**src/rtl/sprite_engine_if.sv**
```systemverilog
// Video timing, attribute/sprite table read ports and pixel outputs of the sprite engine.
interface sprite_engine_if;
  logic [10:0] hcount;
  logic [9:0]  vcount;
  logic [5:0]  attr_addr;
  logic [31:0] attr_data;
  logic [9:0]  spr_addr;
  logic [31:0] spr_data;
  logic [5:0]  pix_color;
  logic        line_overflow;
  logic        frame_overflow;

  modport master (
    input  hcount, vcount, attr_data, spr_data,
    output attr_addr, spr_addr, pix_color, line_overflow, frame_overflow
  );

  modport slave (
    output hcount, vcount, attr_data, spr_data,
    input  attr_addr, spr_addr, pix_color, line_overflow, frame_overflow
  );
endinterface

```
**src/rtl/sprite_engine.sv**
```systemverilog
// Scanline sprite engine: evaluates next line's sprites during hblank into a pending
// slot set, commits it at end of line, and renders the active set during display.
module sprite_engine #(
  parameter int unsigned MAX_SPRITES = 4,
  parameter int unsigned NUM_ATTRS   = 64,
  parameter int unsigned SPRITE_H    = 16
) (
  input logic             clk,
  input logic             reset,
  sprite_engine_if.master bus
);
  localparam int unsigned VC_W      = $clog2(MAX_SPRITES + 1);
  localparam logic [10:0] H_EVAL    = 11'd1280;
  localparam logic [10:0] H_TMO     = 11'd1598;
  localparam logic [10:0] H_COMMIT  = 11'd1599;
  localparam logic [5:0]  LAST_ATTR = 6'(NUM_ATTRS - 1);

  typedef enum logic [2:0] {IDLE, FETCH_A, CHECK, FETCH_S, LOAD, DONE} state_t;

  state_t            state;
  logic [5:0]        ac;
  logic [VC_W-1:0]   vc;
  logic              pend_ovf;
  logic [9:0]        cur_x;
  logic [3:0]        cur_pal;

  logic [MAX_SPRITES-1:0] pend_valid, act_valid;
  logic [31:0] pend_row [MAX_SPRITES];
  logic [9:0]  pend_x   [MAX_SPRITES];
  logic [3:0]  pend_pal [MAX_SPRITES];
  logic [31:0] act_row  [MAX_SPRITES];
  logic [9:0]  act_x    [MAX_SPRITES];
  logic [3:0]  act_pal  [MAX_SPRITES];

  logic [10:0] ty, attr_y;
  logic [9:0]  row_off;
  logic        hit, evaluating;

  assign ty         = (bus.vcount == 10'd524) ? 11'd0 : {1'b0, bus.vcount} + 11'd1;
  assign attr_y     = {1'b0, bus.attr_data[9:0]};
  assign hit        = (attr_y <= ty) && (ty <= attr_y + 11'(SPRITE_H - 1));
  assign row_off    = 10'(ty - attr_y);
  assign evaluating = (state == FETCH_A) || (state == CHECK) || (state == FETCH_S) || (state == LOAD);

  // Evaluation FSM, pending/active slot sets and overflow flags
  always_ff @(posedge clk) begin
    if (reset) begin
      state              <= IDLE;
      ac                 <= '0;
      vc                 <= '0;
      pend_ovf           <= 1'b0;
      cur_x              <= '0;
      cur_pal            <= '0;
      pend_valid         <= '0;
      act_valid          <= '0;
      pend_row           <= '{default: '0};
      pend_x             <= '{default: '0};
      pend_pal           <= '{default: '0};
      act_row            <= '{default: '0};
      act_x              <= '{default: '0};
      act_pal            <= '{default: '0};
      bus.attr_addr      <= '0;
      bus.spr_addr       <= '0;
      bus.line_overflow  <= 1'b0;
      bus.frame_overflow <= 1'b0;
    end else begin
      if (bus.hcount == 11'd0 && bus.vcount == 10'd0) bus.frame_overflow <= 1'b0;
      // Running out of hblank abandons the scan; an in-flight sprite is dropped
      if (evaluating && bus.hcount == H_TMO) begin
        pend_ovf <= 1'b1;
        state    <= DONE;
      end else begin
        case (state)
          IDLE: if (bus.hcount == H_EVAL) begin
            ac            <= '0;
            vc            <= '0;
            pend_ovf      <= 1'b0;
            pend_valid    <= '0;
            bus.attr_addr <= '0;
            state         <= FETCH_A;
          end
          FETCH_A: state <= CHECK;
          CHECK: begin
            if (hit) begin
              if (vc == VC_W'(MAX_SPRITES)) begin
                pend_ovf <= 1'b1;
                state    <= DONE;
              end else begin
                cur_x        <= bus.attr_data[19:10];
                cur_pal      <= bus.attr_data[31:28];
                bus.spr_addr <= 10'(bus.attr_data[27:20]) + row_off;
                state        <= FETCH_S;
              end
            end else if (ac == LAST_ATTR) begin
              state <= DONE;
            end else begin
              ac            <= ac + 6'd1;
              bus.attr_addr <= ac + 6'd1;
              state         <= FETCH_A;
            end
          end
          FETCH_S: state <= LOAD;
          LOAD: begin
            for (int i = 0; i < int'(MAX_SPRITES); i++) begin
              if (vc == VC_W'(i)) begin
                pend_row[i]   <= bus.spr_data;
                pend_x[i]     <= cur_x;
                pend_pal[i]   <= cur_pal;
                pend_valid[i] <= 1'b1;
              end
            end
            vc <= vc + VC_W'(1);
            if (ac == LAST_ATTR) begin
              state <= DONE;
            end else begin
              ac            <= ac + 6'd1;
              bus.attr_addr <= ac + 6'd1;
              state         <= FETCH_A;
            end
          end
          DONE: if (bus.hcount == H_COMMIT) begin
            act_valid         <= pend_valid;
            act_row           <= pend_row;
            act_x             <= pend_x;
            act_pal           <= pend_pal;
            bus.line_overflow <= pend_ovf;
            if (pend_ovf) bus.frame_overflow <= 1'b1;
            state             <= IDLE;
          end
          default: state <= IDLE;
        endcase
      end
    end
  end

  logic [9:0]  px;
  logic [10:0] col;
  logic [1:0]  pix;
  logic [5:0]  disp;

  assign px = bus.hcount[10:1];

  // Priority mux: scan from highest slot down so the lowest contributor lands last
  always_comb begin
    disp = '0;
    col  = '0;
    pix  = '0;
    for (int i = int'(MAX_SPRITES) - 1; i >= 0; i--) begin
      col = {1'b0, px} - {1'b0, act_x[i]};
      pix = act_row[i][{col[3:0], 1'b0} +: 2];
      if (act_valid[i] && col < 11'd16 && pix != 2'b00) disp = {act_pal[i], pix};
    end
  end

  always_ff @(posedge clk) begin
    if (reset) bus.pix_color <= '0;
    else       bus.pix_color <= (bus.hcount < H_EVAL && bus.vcount < 10'd480) ? disp : 6'd0;
  end
endmodule
```
**src/flat_wrapper.sv**
```systemverilog
// flat-port wrapper written by rule: the top's interface ports become plain ports
module sprite_engine_flat 
#(
  parameter int unsigned MAX_SPRITES = 4,
  parameter int unsigned NUM_ATTRS   = 64,
  parameter int unsigned SPRITE_H    = 16
)
  (clk, reset, bus_hcount, bus_vcount, bus_attr_data, bus_spr_data, bus_attr_addr, bus_spr_addr, bus_pix_color, bus_line_overflow, bus_frame_overflow);
  sprite_engine_if bus_i ();
  input logic clk;
  input logic reset;
  input wire logic [$bits(bus_i.hcount)-1:0] bus_hcount;
  input wire logic [$bits(bus_i.vcount)-1:0] bus_vcount;
  input wire logic [$bits(bus_i.attr_data)-1:0] bus_attr_data;
  input wire logic [$bits(bus_i.spr_data)-1:0] bus_spr_data;
  output wire logic [$bits(bus_i.attr_addr)-1:0] bus_attr_addr;
  output wire logic [$bits(bus_i.spr_addr)-1:0] bus_spr_addr;
  output wire logic [$bits(bus_i.pix_color)-1:0] bus_pix_color;
  output wire logic [$bits(bus_i.line_overflow)-1:0] bus_line_overflow;
  output wire logic [$bits(bus_i.frame_overflow)-1:0] bus_frame_overflow;
  assign bus_i.hcount = bus_hcount;
  assign bus_i.vcount = bus_vcount;
  assign bus_i.attr_data = bus_attr_data;
  assign bus_i.spr_data = bus_spr_data;
  assign bus_attr_addr = bus_i.attr_addr;
  assign bus_spr_addr = bus_i.spr_addr;
  assign bus_pix_color = bus_i.pix_color;
  assign bus_line_overflow = bus_i.line_overflow;
  assign bus_frame_overflow = bus_i.frame_overflow;
  sprite_engine #(.MAX_SPRITES(MAX_SPRITES), .NUM_ATTRS(NUM_ATTRS), .SPRITE_H(SPRITE_H)) u_core (.clk(clk), .reset(reset), .bus(bus_i));
endmodule
```
**config.mk**
```make
export PLATFORM = sky130hd
export DESIGN_NAME = sprite_engine_flat
export DESIGN_NICKNAME = d
export VERILOG_FILES = /design/src/rtl/sprite_engine_if.sv /design/src/rtl/sprite_engine.sv /design/src/flat_wrapper.sv
export SDC_FILE = /design/constraint.sdc
export NUM_CORES = 1
export LEC_CHECK = 0
export ABC_AREA = 1
export BUFFER_PORTS_ARGS = -buffer_cell sky130_fd_sc_hd__buf_2
export CORE_MARGIN = 2
export CORE_UTILIZATION = 40
export DETAILED_ROUTE_END_ITERATION = 8
export PLACE_DENSITY = 0.56
export SLEW_MARGIN = 20
export SYNTH_ARGS = -nofsm -noshare
export SYNTH_HDL_FRONTEND = slang
export SYNTH_SLANG_ARGS = --single-unit
```
**constraint.sdc**
```tcl
create_clock -name clk -period 4.62 [get_ports clk]
set_clock_uncertainty 0.05 [all_clocks]
set_input_delay 0.924 -clock clk [delete_from_list [all_inputs] [get_ports clk]]
set_output_delay 0.924 -clock clk [all_outputs]
set_load 0.01 [all_outputs]
```
==> reports/summary.txt, run 1 <==
Most Frequent Cell on Critical Path: o21ai_0
Placeable Area: 0.0499 mm²
Post-route ant nets: 0
H-Tree Depth: 2
Cell taking the most area after synthesis: dfxtp_1
Top cell type's share of synthesized area: 42.0%
Mean Syn Cell Area: 7.24 µm²
CP cell instances: buf_2 -> inv_1 -> buf_4 -> ha_1 -> inv_1 -> fa_1 -> o21ai_0 -> o32ai_1 -> nand2_1 -> nand3_1 -> o21ai_0 -> nand2_1 -> nand4_1 -> o21ai_0 -> a21oi_1
Root buffer cell: clkbuf_16
Final HPWL DP: 43900 µm
Vias: 18500
Area of the multi-input gates: 0.00981 mm²
Sink Count: 421
Synth cell types: 52
Req. time, crit path: 5.03 ns
Total gr overflow: 0
Worst r2r dst: u_core.bus.pix_color[4]$_SDFF_PP0_
Asr flop ratio synth: 0%
First-pass GRT wire length: 98400 µm
Primary FF master, synth: dfxtp_1
RSZ-0062 raised after global routing: no
Mapped Cells: 2772
Number of synthesized flops with an enable pin: 0
Achievable Freq: 274 MHz
Most frequent cell after synthesis: dfxtp_1
Worst-Skew Late Latency: 0.60 ns
Hold EP: u_core.act_row[11]$_SDFFE_PP0P_
Starting Density: 40.3%
Hold_buf cts: 0
Gr usage total: 23.7%
Vias in the first global route: 17400
Die area: 0.0520 mm²
Final Instance Area: 0.0229 mm²
Hold slack: 0.397 ns
# nets final: 2989
Worst path bufs/invs: 4
Fin crit share: 78.9%
Setup-failing EPs final: 0
Slew Limit Fails: 0
Synth warn: 0
CTS buffer count: 46
Die height: 228 µm
Worst Hold Class: flop to flop
Routed length per instance: 17.9 µm
Layout fillers: 5174
Die W: 228 µm
Critical Path AT: 4.05 ns
P&R area growth vs syn: 13.8%
Hold Crit Depth: 2
LEAKAGE: 9.26 nW
CP startpoint kind: input pin
Levels on crit path: 15
Final hold vios: 0
Sequential cell area: 0.00843 mm²
Max cap viols: 0
Post-CTS sizing: 0
Initial antenna violation count: 6
Initial drt markers: 1409
Pin count of the biggest net entering global routing: 117
WS Path Type: input pin to flop
Routed WL: 63000 µm
Share of cells above drive strength 1: 9.88%
Remaining routing DRC violations: 0
Synthesized Nets: 2950
Maximum VDD drop: 0.000269 V
Setup TNS Final: 0 ns
Clock transition at path regs: 0.06 ns
Min Tclk post-route: 3.65 ns
HP Start: u_core.pend_row[11]$_SDFFE_PP0P_
Dpl cell area: 0.0212 mm²
R2R cell count: 12
Number of port buffers: 110
R2R setup slack: 1.41 ns
TritonCTS clock tree: done
Rel. slew slack: 36.1%
Core Rows: 82
Slowest stage cell on the critical path: fa_1
Vias/cell: 5.25
RD Place Congestion: 0.930
PwrDens: 371 mW/mm²
Sequential area share after synthesis: 42.0%
Status: complete, no violations
Slew @ Worst Pin: 0.959 ns
Crit-path max cell delay: 0.79 ns
Dominant cells by area after synthesis: dfxtp_1 (42%), a21oi_1 (9.5%), o21ai_0 (9.4%)
Synth Cell Area: 0.0201 mm²
I/O pins: 111
Total setup buffers inserted after CTS: 0
Worst r2r src: u_core.act_x[30]$_SDFFE_PP0P_
Synthesized flop and latch total: 421
Clock Tree Buf Depth: 3
Worst Path Max Fanout: 16
TritonRoute pass-1 iters: 5
Crit end category: flop
Commonest cells in the synthesized netlist: dfxtp_1 (421), a21oi_1 (382), o21ai_0 (378), nand2_1 (351), nor2_1 (310)
Critical path's top delay family: adder cells
## stage by stage
stage                     cells  util [%]  power, W  setup WS, ns
after CTS                  3517      45.8   0.00856          1.02
after global placement     3435      42.5   0.00454         0.493
after global routing       3517      45.8   0.00880         0.614
final                      3518      45.8   0.00848         0.974
after floorplan            2772         -   0.00426          1.02
after detailed placement   3435      42.5   0.00455         0.407
## registers in the layout, indices dropped and copies added, names as in the netlist
signal                     cells
u_core.act_pal                16
u_core.act_row               128
u_core.act_valid               4
u_core.act_x                  40
u_core.bus.attr_addr           6
u_core.bus.frame_overflow      1
u_core.bus.line_overflow       1
u_core.bus.pix_color           6
u_core.bus.spr_addr           10
u_core.cur_pal                 4
u_core.cur_x                  10
u_core.pend_ovf                1
u_core.pend_pal               16
u_core.pend_row              128
u_core.pend_valid              4
u_core.pend_x                 40
u_core.state                   3
u_core.vc                      3
## cell usage in the layout, fill, tap and decap left out, drive strengths merged, types with 6 or more instances in the layout
| master | synthesis | final |
|---|---|---|
| a21oi | 383 | 383 |
| a31oi | 6 | 6 |
| buf | 52 | 144 |
| bufinv | 0 | 6 |
| clkbuf | 101 | 69 |
| clkinv | 2 | 6 |
| dfxtp | 421 | 421 |
| fa | 12 | 12 |
| ha | 79 | 79 |
| inv | 316 | 318 |
| nand2 | 358 | 358 |
| nand3 | 166 | 166 |
| nand4 | 32 | 32 |
| nor2 | 336 | 336 |
| nor3 | 18 | 18 |
| o21ai | 402 | 402 |
| o32ai | 8 | 8 |
| or2 | 6 | 6 |
| xnor2 | 8 | 8 |
| xor2 | 29 | 29 |
## worst min-delay path, cell delays in order (launching register included)
cell and delay [ns]:
dfxtp_1 0.29, inv_1 0.06, a21oi_1 0.05
## report_power, final
part	internal (W)	total, W	switching, W
Combinational	0.000265	0.000817	0.000552
Sequential	0.00364	0.00365	0.0000126
Clock	0.00245	0.00401	0.00156
## layer usage
layer	up-vias	part of all wire, %	global-route usage [%]
met1	8696	46	32.1
met5	-	0	0
met2	443	46	38.9
met4	0	2.8	7.50
met3	113	4.9	3.65
li1	9231	-	-
## cells by family (layout without fill, tap and decap cells)
kind of cell | after synthesis | count (layout) | synth area share (%)
AO/OA/AOI/OAI | 825 | 825 | 21.1
XOR/XNOR | 37 | 37 | 1.61
adder cells (fa/ha/maj) | 91 | 91 | 6.12
buffers and inverters | 471 | 544 | 9.35
flip-flops | 421 | 421 | 42.0
other | 0 | 1 | 0
AND/OR/NAND/NOR | 927 | 927 | 19.8
## layout make-up
type | count | area share [%]
clock inverter | 13 | 1.19
multi-input combinational | 1880 | 42.9
clock buffer | 69 | 6.16
tap | 672 | 3.68
antenna | 1 | 0.0109
inverter | 318 | 5.29
sequential | 421 | 36.9
timing repair buffer | 144 | 3.86
## how the worst max path moves through the flow
stage                       start                                  end  slack (ns)
CTS                 bus_hcount[1]   u_core.bus.pix_color[4]$_SDFF_PP0_        1.02
global placement    bus_vcount[0]  u_core.bus.spr_addr[8]$_SDFFE_PP0P_        0.49
finish              bus_hcount[1]   u_core.bus.pix_color[4]$_SDFF_PP0_        0.97
detailed placement  bus_hcount[1]   u_core.bus.pix_color[4]$_SDFF_PP0_        0.41
floorplan           bus_vcount[0]  u_core.bus.spr_addr[8]$_SDFFE_PP0P_        1.02
global route        bus_hcount[1]   u_core.bus.pix_color[3]$_SDFF_PP0_        0.61
Note: power is estimated with default switching activity, not from simulation.
==> inputs of run 2 (changes only) <==
- clock period: 4.62 -> 3.56 ns (I/O delays scaled with it)
==> run 2 against run 1 <==
  * Final cell count up 2.5%
  * Clock power rose by 25%
  * Combinational power is 46% higher
  * Setup slack got worse by 0.59 ns
  * Critical path depth increased by 1
  * Final area up 3.1%
  * Utilization is 1.4 points higher
  * Non-clock buffer count up 84
  * Die area unchanged
  * Sequential power up 30%
  * Largest cell class unchanged
  * Via count is 0.97% higher
  * Flip-flop and latch count unchanged
==> reports/summary.txt, run 2 (same netlist as run 1, synthesis figures left out) <==
Maximum VDD drop: 0.000392 V (+45%)
First-pass GRT wire length: 97200 µm (-1.2%)
Hold_buf cts: 0 (unchanged)
Achievable Freq: 315 MHz
Worst Hold Class: input pin to flop
Total gr overflow: 0 (unchanged)
Status: complete, no violations
Die area: 0.0520 mm² (unchanged)
Initial antenna violation count: 7 (+1)
Most frequent cells in the layout: dfxtp_1 (421), a21oi_1 (382), o21ai_0 (378)
Share of cells above drive strength 1: 12.5% (+2.7 points)
Gr usage total: 23.5% (-0.21 points)
Routed WL: 62600 µm (-0.68%)
Dpl cell area: 0.0219 mm² (+3.6%)
Routed length per instance: 17.4 µm (-3.1%)
Root buffer cell: clkbuf_16
Biggest regs: u_core.act_row x128, u_core.pend_row x128
Final Instance Area: 0.0236 mm² (+3.1%)
Worst Slack Setup Final: 0.386 ns (-0.588 ns)
Slew @ Worst Pin: 1.03 ns (+0.0682 ns)
I/O pins: 111 (unchanged)
RSZ-0062 raised after global routing: no
Commonest non-fill, non-tap cell in the layout: dfxtp_1
Critical Path AT: 3.59 ns (-0.46 ns)
Number of port buffers: 110 (unchanged)
Starting Density: 40.3% (unchanged)
Hold slack: 0.301 ns (-0.0959 ns)
Worst-Skew Late Latency: 0.60 ns (about the same)
Req. time, crit path: 3.98 ns (-1.05 ns)
Worst slack, placed: -0.267 ns (-0.674 ns)
Setup TNS Final: 0 ns (unchanged)
Clock transition at path regs: 0.07 ns (about the same)
ANT cells: 0 (-1)
TritonRoute pass-1 iters: 5 (unchanged)
Worst Path Max Fanout: 16 (unchanged)
Vias/cell: 5.18 (-1.5%)
Initial drt markers: 1263 (-10%)
Die height: 228 µm (unchanged)
Total setup buffers inserted after CTS: 0 (unchanged)
Vias in the first global route: 17500 (+0.41%)
Rel. slew slack: 31.0% (-5.1 points)
Sink Count: 421 (unchanged)
Placeable Area: 0.0499 mm² (unchanged)
Final HPWL DP: 44300 µm (+0.80%)
Die W: 228 µm (unchanged)
# nets final: 3073 (+2.8%)
Vias: 18700 (+0.97%)
Remaining routing DRC violations: 0 (unchanged)
Max cap viols: 0 (unchanged)
TritonCTS clock tree: done
CP startpoint kind: input pin
Pin count of the biggest net entering global routing: 125 (+6.8%)
LEAKAGE: 9.67 nW (+4.4%)
Slew Limit Fails: 0 (unchanged)
CTS buffer count: 46 (unchanged)
Final hold vios: 0 (unchanged)
Setup-failing EPs final: 0 (unchanged)
Clock Tree Buf Depth: 3 (unchanged)
Min Tclk post-route: 3.17 ns
WS Path Type: input pin to flop
RD Place Congestion: 0.929 (-0.11%)
Post-CTS sizing: 0 (unchanged)
P&R area growth vs syn: 17.3%
Crit end category: flop
Fin crit share: 89.2%
H-Tree Depth: 2 (unchanged)
PwrDens: 464 mW/mm² (+25%)
Post-route ant nets: 0 (unchanged)
Core Rows: 82 (unchanged)
-- run 2: cell types whose count changed in the layout (fill, tap and decap cells not counted) --
| cell | before | now |
|---|---|---|
| clkinvlp_4 | 1 | 2 |
| diode_2 | 1 | 0 |
| inv_6 | 4 | 3 |
| clkbuf_1 | 7 | 8 |
| buf_12 | 6 | 17 |
| clkbuf_8 | 15 | 14 |
| clkinv_2 | 3 | 10 |
| bufinv_16 | 6 | 3 |
| buf_4 | 29 | 102 |
-- run 2: worst paths after layout --
path | endpoint | slack, ns | start | depth (start not counted)
hold / removal | u_core.cur_x[9]$_SDFFE_PP0P_ | 0.30 | bus_attr_data[19] | 3
setup reg to reg | u_core.bus.pix_color[2]$_SDFF_PP0_ | 0.50 | u_core.act_x[30]$_SDFFE_PP0P_ | 14
hold reg to reg | u_core.act_x[0]$_SDFFE_PP0P_ | 0.38 | u_core.pend_x[0]$_SDFFE_PP0P_ | 2
setup / recovery | u_core.bus.pix_color[2]$_SDFF_PP0_ | 0.39 | bus_hcount[1] | 16
-- run 2: critical path, stage by stage --
cell and delay [ns]:
buf_2 0.12, inv_1 0.17, ha_1 0.20, inv_1 0.06
fa_1 0.49, buf_12 0.18, o32ai_1 0.36, nand2_1 0.13
nand3_1 0.09, o21ai_0 0.11, buf_4 0.16, nand2_1 0.06
nand4_1 0.18, buf_12 0.22, o21ai_0 0.26, a21oi_1 0.07
-- run 2: layer usage --
| metal | vias to the layer above | global-route usage (%) | wire length, µm |
|---|---|---|---|
| met5 | - | 0 | 0 |
| met4 | 0 | 8.68 | 2080 |
| met3 | 104 | 2.85 | 3180 |
| met2 | 432 | 38.9 | 28800 |
| met1 | 8703 | 31.5 | 28500 |
| li1 | 9423 | - | - |
-- run 2: where the power goes --
| group | internal [W] | switching, W | leakage, nW |
|---|---|---|---|
| Clock | 0.00295 | 0.00204 | 0.794 |
| Combinational | 0.000443 | 0.000742 | 5.49 |
| Sequential | 0.00472 | 0.0000168 | 3.39 |
-- run 2: final cells by class --
class | count | area [µm²]
fillers | 5140 | 26300
multi-input cells | 1880 | 9810
flip-flops and latches | 421 | 8430
repair buffers | 228 | 1650
clock buffers | 69 | 1400
inverters | 318 | 1210
well taps | 672 | 841
clock inverters | 17 | 215
-- run 2: metrics by stage --
| step | util [%] | instances | total power [W] |
|---|---|---|---|
| 2_1_floorplan | - | 2772 | 0.00552 |
| 3_3_place_gp | 44.0 | 3519 | 0.00602 |
| 3_5_place_dp | 44.0 | 3519 | 0.00603 |
| 4_1_cts | 47.2 | 3605 | 0.0110 |
| 5_1_grt | 47.2 | 3605 | 0.0113 |
| 6_report | 47.2 | 3605 | 0.0109 |
